$ cat config.mk
export PLATFORM = sky130hd
export DESIGN_NAME = seq_pattern_tx
export DESIGN_NICKNAME = d
export VERILOG_FILES = /design/src/rtl/seq_tx_pkg.sv /design/src/rtl/seq_tx_piso.sv /design/src/rtl/seq_pattern_tx.sv
export SDC_FILE = /design/constraint.sdc
export NUM_CORES = 1
export LEC_CHECK = 0
export BUFFER_PORTS_ARGS = -buffer_cell sky130_fd_sc_hd__buf_2
export CAP_MARGIN = 5
export CORE_AREA = 2 2 83 85
export CTS_CLUSTER_DIAMETER = 30
export DETAILED_ROUTE_END_ITERATION = 7
export DIE_AREA = 0 0 85 87
export GPL_ROUTABILITY_DRIVEN = 0
export PLACE_DENSITY = 0.53
export SYNTH_ARGS = -nofsm -noshare
export SYNTH_HDL_FRONTEND = slang
export SYNTH_SLANG_ARGS = --single-unit
$ cat constraint.sdc
create_clock -name CLK -period 2.95 [get_ports CLK]
set_input_delay 0.59 -clock CLK [delete_from_list [all_inputs] [get_ports CLK]]
set_output_delay 0.59 -clock CLK [all_outputs]
set_load 0.01 [all_outputs]
$ cat src/rtl/seq_tx_pkg.sv
// Shared types and constants for the serial pattern transmitter.
// The SEQ_TX_PARITY_EN build option is handled in seq_pattern_tx.
package seq_tx_pkg;

  typedef enum logic [1:0] {
    IDLE,
    SHIFT,
    GAP,
    FIN
  } state_e;

  localparam int REPEAT_W = 4;
  localparam int GAP_W    = 8;

  // Wide enough to hold bit indices 0..WIDTH (the parity slot needs index WIDTH).
  function automatic int bit_cnt_w(input int width);
    return $clog2(width + 1);
  endfunction

endpackage

$ cat src/rtl/seq_tx_piso.sv
// Parallel-load, shift-left register; exposes the current MSB.
// Load has priority over shift.
module seq_tx_piso #(
  parameter int WIDTH = 8
) (
  input  logic             clk,
  input  logic             rst,
  input  logic             load,
  input  logic             shift,
  input  logic [WIDTH-1:0] din,
  output logic             msb
);

  logic [WIDTH-1:0] sh_q, sh_d;

  always_comb begin
    sh_d = sh_q;
    if (load) begin
      sh_d = din;
    end else if (shift) begin
      sh_d = {sh_q[WIDTH-2:0], 1'b0};
    end
  end

  always_ff @(posedge clk or posedge rst) begin
    if (rst) begin
      sh_q <= '0;
    end else begin
      sh_q <= sh_d;
    end
  end

  assign msb = sh_q[WIDTH-1];

endmodule

$ cat src/rtl/seq_pattern_tx.sv
// Serial pattern transmitter: shifts a latched word out MSB-first, REPEAT+1 copies
// separated by GAP_LEN idle cycles. Define SEQ_TX_PARITY_EN to append an even-parity bit.
//
// state | meaning
// IDLE  | waiting for START, outputs at idle level
// SHIFT | a pattern (or parity) bit is on OUT
// GAP   | idle spacing between copies, still busy
// FIN   | one-cycle DONE pulse
module seq_pattern_tx
  import seq_tx_pkg::*;
#(
  parameter int   WIDTH      = 8,
  parameter int   GAP_LEN    = 2,
  parameter logic IDLE_LEVEL = 1'b0
) (
  input  logic                CLK,
  input  logic                RST,
  input  logic                START,
  input  logic [WIDTH-1:0]    PAT,
  input  logic [REPEAT_W-1:0] REPEAT,
  input  logic                ABORT,
  output logic                OUT,
  output logic                OUT_VALID,
  output logic                BUSY,
  output logic                DONE
);

  localparam int BCW = bit_cnt_w(WIDTH);
`ifdef SEQ_TX_PARITY_EN
  localparam int B = WIDTH + 1;
  localparam logic [BCW-1:0] PAR_IDX = BCW'(WIDTH - 1);
`else
  localparam int B = WIDTH;
`endif
  localparam logic [BCW-1:0]   LAST_IDX = BCW'(B - 1);
  localparam logic [GAP_W-1:0] GAP_INIT = GAP_W'((GAP_LEN > 0) ? GAP_LEN - 1 : 0);

  state_e              state_q, state_d;
  logic [WIDTH-1:0]    pat_q, pat_d;
  logic [BCW-1:0]      bit_cnt_q, bit_cnt_d;
  logic [REPEAT_W-1:0] copy_cnt_q, copy_cnt_d;
  logic [GAP_W-1:0]    gap_cnt_q, gap_cnt_d;
  logic                out_q, out_d;
  logic                valid_q, valid_d;
  logic                busy_q, busy_d;
  logic                done_q, done_d;
`ifdef SEQ_TX_PARITY_EN
  logic                parity_q, parity_d;
`endif

  logic             piso_load, piso_shift, piso_msb, reload;
  logic [WIDTH-1:0] piso_din;

  // The first bit goes straight to OUT, so the shifter is loaded one position ahead.
  seq_tx_piso #(.WIDTH(WIDTH)) u_piso (
    .clk   (CLK),
    .rst   (RST),
    .load  (piso_load),
    .shift (piso_shift),
    .din   (piso_din),
    .msb   (piso_msb)
  );

  always_comb begin
    state_d    = state_q;
    pat_d      = pat_q;
    bit_cnt_d  = bit_cnt_q;
    copy_cnt_d = copy_cnt_q;
    gap_cnt_d  = gap_cnt_q;
    out_d      = out_q;
    valid_d    = valid_q;
    busy_d     = busy_q;
    done_d     = 1'b0;
`ifdef SEQ_TX_PARITY_EN
    parity_d   = parity_q;
`endif
    piso_load  = 1'b0;
    piso_shift = 1'b0;
    piso_din   = {pat_q[WIDTH-2:0], 1'b0};
    reload     = 1'b0;

    case (state_q)
      IDLE: begin
        out_d   = IDLE_LEVEL;
        valid_d = 1'b0;
        busy_d  = 1'b0;
        if (START && !ABORT) begin
          state_d    = SHIFT;
          pat_d      = PAT;
          copy_cnt_d = REPEAT;
          bit_cnt_d  = '0;
          out_d      = PAT[WIDTH-1];
          valid_d    = 1'b1;
          busy_d     = 1'b1;
          piso_load  = 1'b1;
          piso_din   = {PAT[WIDTH-2:0], 1'b0};
`ifdef SEQ_TX_PARITY_EN
          parity_d   = ^PAT;
`endif
        end
      end
      SHIFT: begin
        if (bit_cnt_q == LAST_IDX) begin
          if (copy_cnt_q == '0) begin
            state_d = FIN;
            out_d   = IDLE_LEVEL;
            valid_d = 1'b0;
            busy_d  = 1'b0;
            done_d  = 1'b1;
          end else if (GAP_LEN > 0) begin
            state_d   = GAP;
            gap_cnt_d = GAP_INIT;
            out_d     = IDLE_LEVEL;
            valid_d   = 1'b0;
          end else begin
            reload = 1'b1;
          end
        end else begin
          bit_cnt_d  = bit_cnt_q + BCW'(1);
          piso_shift = 1'b1;
          out_d      = piso_msb;
`ifdef SEQ_TX_PARITY_EN
          if (bit_cnt_q == PAR_IDX) begin
            out_d = parity_q;
          end
`endif
        end
      end
      GAP: begin
        if (gap_cnt_q == '0) begin
          reload = 1'b1;
        end else begin
          gap_cnt_d = gap_cnt_q - GAP_W'(1);
        end
      end
      FIN: begin
        state_d = IDLE;
        out_d   = IDLE_LEVEL;
        valid_d = 1'b0;
        busy_d  = 1'b0;
      end
      default: state_d = IDLE;
    endcase

    if (reload) begin
      state_d    = SHIFT;
      copy_cnt_d = copy_cnt_q - REPEAT_W'(1);
      bit_cnt_d  = '0;
      out_d      = pat_q[WIDTH-1];
      valid_d    = 1'b1;
      busy_d     = 1'b1;
      piso_load  = 1'b1;
    end

    if (ABORT && state_q != IDLE) begin
      state_d    = IDLE;
      out_d      = IDLE_LEVEL;
      valid_d    = 1'b0;
      busy_d     = 1'b0;
      done_d     = 1'b0;
      piso_load  = 1'b0;
      piso_shift = 1'b0;
    end
  end

  always_ff @(posedge CLK or posedge RST) begin
    if (RST) begin
      state_q    <= IDLE;
      pat_q      <= '0;
      bit_cnt_q  <= '0;
      copy_cnt_q <= '0;
      gap_cnt_q  <= '0;
      out_q      <= IDLE_LEVEL;
      valid_q    <= 1'b0;
      busy_q     <= 1'b0;
      done_q     <= 1'b0;
`ifdef SEQ_TX_PARITY_EN
      parity_q   <= 1'b0;
`endif
    end else begin
      state_q    <= state_d;
      pat_q      <= pat_d;
      bit_cnt_q  <= bit_cnt_d;
      copy_cnt_q <= copy_cnt_d;
      gap_cnt_q  <= gap_cnt_d;
      out_q      <= out_d;
      valid_q    <= valid_d;
      busy_q     <= busy_d;
      done_q     <= done_d;
`ifdef SEQ_TX_PARITY_EN
      parity_q   <= parity_d;
`endif
    end
  end

  assign OUT       = out_q;
  assign OUT_VALID = valid_q;
  assign BUSY      = busy_q;
  assign DONE      = done_q;

endmodule

==> impl_results.md, run 1 <==
- Placed Area: 0.00209 mm^2
- Post-CTS setup buffer count: 0
- Slew margin rel.: 0.606
- Reg clk slew, reported paths: 0.08 ns
- Worst skew pair latency: 0.30 ns
- Placed Cells: 287
- Area of the mapped netlist: 0.00192 mm^2
- Final setup viols: 0
- Cell variety after synth: 50
- TritonCTS clock tree: done
- Port bufs: 19
- Largest fanout on the critical path: 9
- Power Total: 0.00155 W
- Worst-Margin Slew: 0.590 ns
- Register area share after synthesis: 0.483
- Top-Level Pins: 20
- Status: finished clean
- CTS Hold Bufs: 0
- Req. time, crit path: 3.13 ns
- Ys async rst share: 1.00
- Initial DRC count: 112
- Top FF cell, synth: dfrtp_1
- First-pass GRT wire length: 7060 um
- Leak: 1.06 nW
- Min-Delay Path Class: in2async
- Initial antenna violation count: 0
- CP endpoint kind: flip-flop
- CTS Buf Count: 5
- Clock Sinks: 37
- Pwr Density: 698 mW/mm^2
- GR Util All Layers: 0.122
- Hpwl dp: 2990 um
- TritonRoute pass-1 iters: 4
- Worst Skew: 0.0135 ns
- Largest net degree at the start of global routing: 25
- Overall die area: 0.00740 mm^2
- Die width: 85 um
- Synthesized net count: 212
- CTS H-tree lvls: 2
- Switch share: 0.279
- Clock power share: 0.339
- Reg2Reg Setup Slack: 0.47 ns
- Final hold viol count: 0
- Comb power frac: 0.215
- Layout cell share with drive strength beyond 1: 0.228
- Syn avg cell area: 9.93 um^2
- Setup CP Type: reg2reg
- Max Cap Viol: 0
- Crit path arrival time: 2.66 ns
- GRT overflow: 0
- Max Buffers Root-to-Sink: 2
- Seq cells post-synth: 37
- Yosys warning count: 0
- Vias per cell: 4.96
- Final WL: 4090 um
- RSZ-0062 raised after global routing: no
- Antenna Nets Post-Route: 0
- Post-Syn Instances: 193
- Setup TNS: 0 ns
- P&R area growth vs syn: 16.3%
- DRC: 0
- Final Max Tran Viols: 0
- Initial core utilization: 0.292
- Clock root cell: clkbuf_8
- Rows: 30
- Wire per inst: 13.9 um
- NetSw: 0.000434 W
- Int Power: 0.00112 W
- Crit share post-route: 0.839
- Total number of vias: 1,462
- Post-route insts no fill: 295
- Vias in the first global route: 1,454
- Core box area: 0.00657 mm^2
- Post-layout min period: 2.48 ns
- # diodes: 0
- VDD IR-drop max: 0.000316 V
- # resized after CTS: 0
- Fin area: 0.00223 mm^2
- Seq pwr share: 0.445
- R2r endpoint: u_piso.sh_q[1]
- EDFF count, synth: 0
- Reg2reg path depth: 6
- Die Ht: 87 um
- Max Clk Rate: 404 MHz
- R2r startpoint: copy_cnt_q[0]
- Startpoint Class: flip-flop
- Nets: 233
[worst max-delay path: stages (launching register included)]
cell and delay (ns):
dfrtp_1 0.38, inv_1 0.10, ha_1 0.19, or3b_2 0.50
o21ai_0 0.39, o211a_1 0.43, mux2_2 0.38
[metal layers]
layer / wire length (um) / GRT usage
met2: 1860 / 0.189
met3: 167 / 0.0294
met5: 0 / 0
met1: 1990 / 0.163
met4: 69 / 0.0519
[layout make-up]
| type | count | area, um^2 |
|---|---|---|
| fillers | 673 | 4340 |
| flip-flops and latches | 37 | 926 |
| multi-input cells | 139 | 913 |
| repair buffers | 23 | 125 |
| well taps | 80 | 100 |
| clock buffers | 5 | 68.8 |
| clock inverters | 3 | 65.1 |
| inverters | 8 | 30.0 |
[synth_stat cells, types with 2 or more instances]
| cell type | instances | area [um^2] |
|---|---|---|
| dfrtp_1 | 37 | 926 |
| nand2_1 | 30 | 113 |
| mux2_2 | 12 | 135 |
| nor2_1 | 10 | 37.5 |
| a21oi_1 | 8 | 40.0 |
| inv_1 | 8 | 30.0 |
| o21ai_0 | 8 | 40.0 |
| nor3_1 | 6 | 30.0 |
| xor2_1 | 6 | 52.6 |
| clkbuf_1 | 5 | 18.8 |
| o211ai_1 | 5 | 37.5 |
| nor3b_1 | 4 | 30.0 |
| o2111ai_1 | 4 | 35.0 |
| ha_1 | 3 | 37.5 |
| o22ai_1 | 3 | 18.8 |
| a211oi_1 | 2 | 15.0 |
| a21o_1 | 2 | 15.0 |
| and2_1 | 2 | 12.5 |
| and3_1 | 2 | 12.5 |
| nand3_1 | 2 | 10.0 |
| nor2b_1 | 2 | 12.5 |
| o31ai_1 | 2 | 15.0 |
| o41ai_1 | 2 | 17.5 |
| or2_2 | 2 | 12.5 |
[worst max-delay path by stage]
stage,cells after the start,start,endpoint
final,6,copy_cnt_q[0],u_piso.sh_q[1]
after global routing,6,copy_cnt_q[0],u_piso.sh_q[6]
after CTS,6,copy_cnt_q[0],u_piso.sh_q[6]
after detailed placement,6,copy_cnt_q[0],u_piso.sh_q[1]
after global placement,7,gap_cnt_q[0],u_piso.sh_q[3]
after floorplan,8,gap_cnt_q[0],u_piso.sh_q[1]
[logic make-up (layout without fill, tap and decap cells)]
logic type	after synthesis	count (layout)	synth area share
buffers and inverters	17	39	0.0398
adders and majority gates	3	3	0.0196
DFF	37	37	0.483
xor gates and xnor gates	6	6	0.0274
and+or+nand+nor	74	74	0.203
muxes	12	12	0.0705
AOI/OAI and AO/OA	44	44	0.156
[power groups by stage]
stage | clock (W) | sequential (W) | combinational (W)
CTS | 0.000542 | 0.000692 | 0.000342
detailed placement | 0 | 0.000701 | 0.000342
global placement | 0 | 0.000701 | 0.000335
floorplan | 0 | 0.000682 | 0.000274
finish | 0.000527 | 0.000692 | 0.000335
global route | 0.000566 | 0.000712 | 0.000386
[flip-flops by register name (all words and copies together) (netlist names)]
name / count
copy_cnt_q: 4
OUT: 1
u_piso.sh_q: 7
state_q: 2
BUSY: 1
gap_cnt_q: 8
DONE: 1
pat_q: 8
OUT_VALID: 1
bit_cnt_q: 4
[cell usage in the layout (no fill, tap or decap), types with 2 or more instances in the layout]
| cell | synthesis | layout |
|---|---|---|
| xor2_1 | 6 | 6 |
| a211oi_1 | 2 | 2 |
| a21oi_1 | 8 | 8 |
| buf_4 | 1 | 4 |
| nor3_1 | 6 | 6 |
| ha_1 | 3 | 3 |
| buf_2 | 1 | 19 |
| mux2_2 | 12 | 12 |
| and3_1 | 2 | 2 |
| bufinv_16 | 0 | 2 |
| nor2b_1 | 2 | 2 |
| nor2_1 | 10 | 10 |
| o31ai_1 | 2 | 2 |
| clkbuf_8 | 0 | 5 |
| o41ai_1 | 2 | 2 |
| o21ai_0 | 8 | 8 |
| dfrtp_1 | 37 | 37 |
| nor3b_1 | 4 | 4 |
| and2_1 | 2 | 2 |
| inv_1 | 8 | 8 |
| nand3_1 | 2 | 2 |
| o22ai_1 | 3 | 3 |
| nand2_1 | 30 | 30 |
| a21o_1 | 2 | 2 |
| or2_2 | 2 | 2 |
| o2111ai_1 | 4 | 4 |
| o211ai_1 | 5 | 5 |
[stage by stage]
stage                     setup slack [ns]  utilization  hold WS, ns
after global routing                 0.340        0.339        0.379
final                                0.474        0.339        0.324
after CTS                            0.498        0.339        0.347
after detailed placement             0.499        0.319        0.460
after global placement               0.585        0.319        0.461
after floorplan                      0.732            -        0.436
(Power assumes the default switching activity.)
==> inputs of run 2 (changes only) <==
Clock period 2.95 ns to 2.3 ns, I/O delays scaled along.
==> run 2 against run 1 <==
Worst setup slack worse by 0.35 ns. Critical path depth unchanged. Clock power increased by 11%. Combinational power increased by 37%. Final area increased by 4.0%. Worst hold slack worse by 0.060 ns. Non-clock buffer count up 13. Critical endpoint is now bit_cnt_q[3]. Highest routed layer unchanged.
==> impl_results.md, run 2 (synthesized netlist as in run 1, its figures left out) <==
- Status: finished clean
- Hpwl dp: 3040 um
- Wire per inst: 13.7 um
- DRC: 0
- CP endpoint kind: flip-flop
- Total number of vias: 1,532
- Die width: 85 um
- Initial core utilization: 0.292
- Antenna Nets Post-Route: 0
- Crit path arrival time: 2.40 ns
- Startpoint Class: flip-flop
- # diodes: 0
- Max Clk Rate: 459 MHz
- Largest registers: gap_cnt_q (8), pat_q (8), u_piso.sh_q (7)
- Final WL: 4220 um
- TritonRoute pass-1 iters: 4
- Crit share post-route: 0.948
- Overall die area: 0.00740 mm^2
- GR Util All Layers: 0.125
- Pwr Density: 836 mW/mm^2
- Reg2reg path depth: 6
- Placed Cells: 300
- CTS Hold Bufs: 0
- Max Cap Viol: 0
- Grt met1 use: 0.165
- Clock Sinks: 37
- Port bufs: 19
- Placed Area: 0.00219 mm^2
- Clock root cell: clkbuf_8
- Nets: 246
- Worst-Margin Slew: 0.479 ns
- Leak: 1.11 nW
- Final hold slack: 0.264 ns
- Final setup viols: 0
- Post-layout min period: 2.18 ns
- Reg clk slew, reported paths: 0.07 ns
- Fin area: 0.00232 mm^2
- Setup TNS: 0 ns
- Layout cell share with drive strength beyond 1: 0.281
- Min-Delay Path Class: in2async
- Met2 usage: 0.197
- Max Buffers Root-to-Sink: 2
- Worst Skew: 0.00343 ns
- RSZ-0062 raised after global routing: yes
- Core box area: 0.00657 mm^2
- Req. time, crit path: 2.52 ns
- CTS Buf Count: 5
- Post-CTS setup buffer count: 0
- Initial antenna violation count: 0
- Worst skew pair latency: 0.29 ns
- First-pass GRT wire length: 7310 um
- Vias per cell: 4.97
- Vias in the first global route: 1,530
- TritonCTS clock tree: done
- Rows: 30
- Slew margin rel.: 0.680
- Setup CP Type: reg2reg
- CTS H-tree lvls: 2
- Most frequent cells in the layout: 37 x dfrtp_1, 30 x nand2_1, 19 x buf_2
- Top-Level Pins: 20
- Busiest grt layer: met2
- P&R area growth vs syn: 21.0%
- Largest net degree at the start of global routing: 38
- Largest fanout on the critical path: 5
- GRT overflow: 0
- VDD IR-drop max: 0.000406 V
- Die Ht: 87 um
- Final hold viol count: 0
- Initial DRC count: 97
- Final Max Tran Viols: 0
- Met3 Use GR: 0.0303
- FILL cells: 658
- Post-route insts no fill: 308
- Commonest non-fill, non-tap cell in the layout: dfrtp_1
==> run 2: timing repair <==
item / in CTS / in global routing
hold endpoints to repair: 0 / 0
gates resized for setup: 0 / 3
endpoints found under the setup margin: 0 / 7
==> run 2: report_power, final <==
group | internal [W] | switching [W] | total, W
Combinational | 0.000234 | 0.000224 | 0.000458
Sequential | 0.000794 | 0.0000979 | 0.000892
Clock | 0.000353 | 0.000234 | 0.000587
Total | 0.00138 | 0.000556 | 0.00194
==> run 2: area by class of cell <==
cell class	instances	area, um^2	area share
inverters	8	30.0	0.0130
multi-input cells	139	918	0.396
well taps	80	100	0.0432
clock buffers	6	82.6	0.0356
clock inverters	2	37.5	0.0162
repair buffers	36	223	0.0961
flip-flops and latches	37	926	0.400
==> run 2: final timing paths <==
kind	from	end	slack [ns]
min in group CLK	PAT[0]	pat_q[0]	0.38
hold reg to reg	pat_q[0]	pat_q[0]	0.47
hold / removal	RST	pat_q[1]	0.26
max in group asynchronous	RST	gap_cnt_q[2]	1.69
setup reg to reg	gap_cnt_q[1]	bit_cnt_q[3]	0.12
setup / recovery	gap_cnt_q[1]	bit_cnt_q[3]	0.12
==> run 2: metal layers <==
layer,vias up,share of wire
li1,761,-
met1,720,0.48
met2,43,0.46
met3,8,0.040
met4,0,0.015
met5,-,0
==> run 2: worst max-delay path, stage by stage, from the launching register on <==
cell and delay (ns):
dfrtp_1 0.40, inv_1 0.08, ha_1 0.21, or3b_1 0.45
o31a_1 0.32, or4_1 0.50, a21oi_1 0.15
==> run 2: stage by stage <==
step | worst slack, ns | power [W] | utilization
2_1_floorplan | 0.0820 | 0.00123 | -
3_3_place_gp | 0.127 | 0.00135 | 0.334
3_5_place_dp | 0.0584 | 0.00136 | 0.334
4_1_cts | 0.0309 | 0.00196 | 0.352
5_1_grt | -0.00618 | 0.00206 | 0.353
6_report | 0.120 | 0.00194 | 0.353
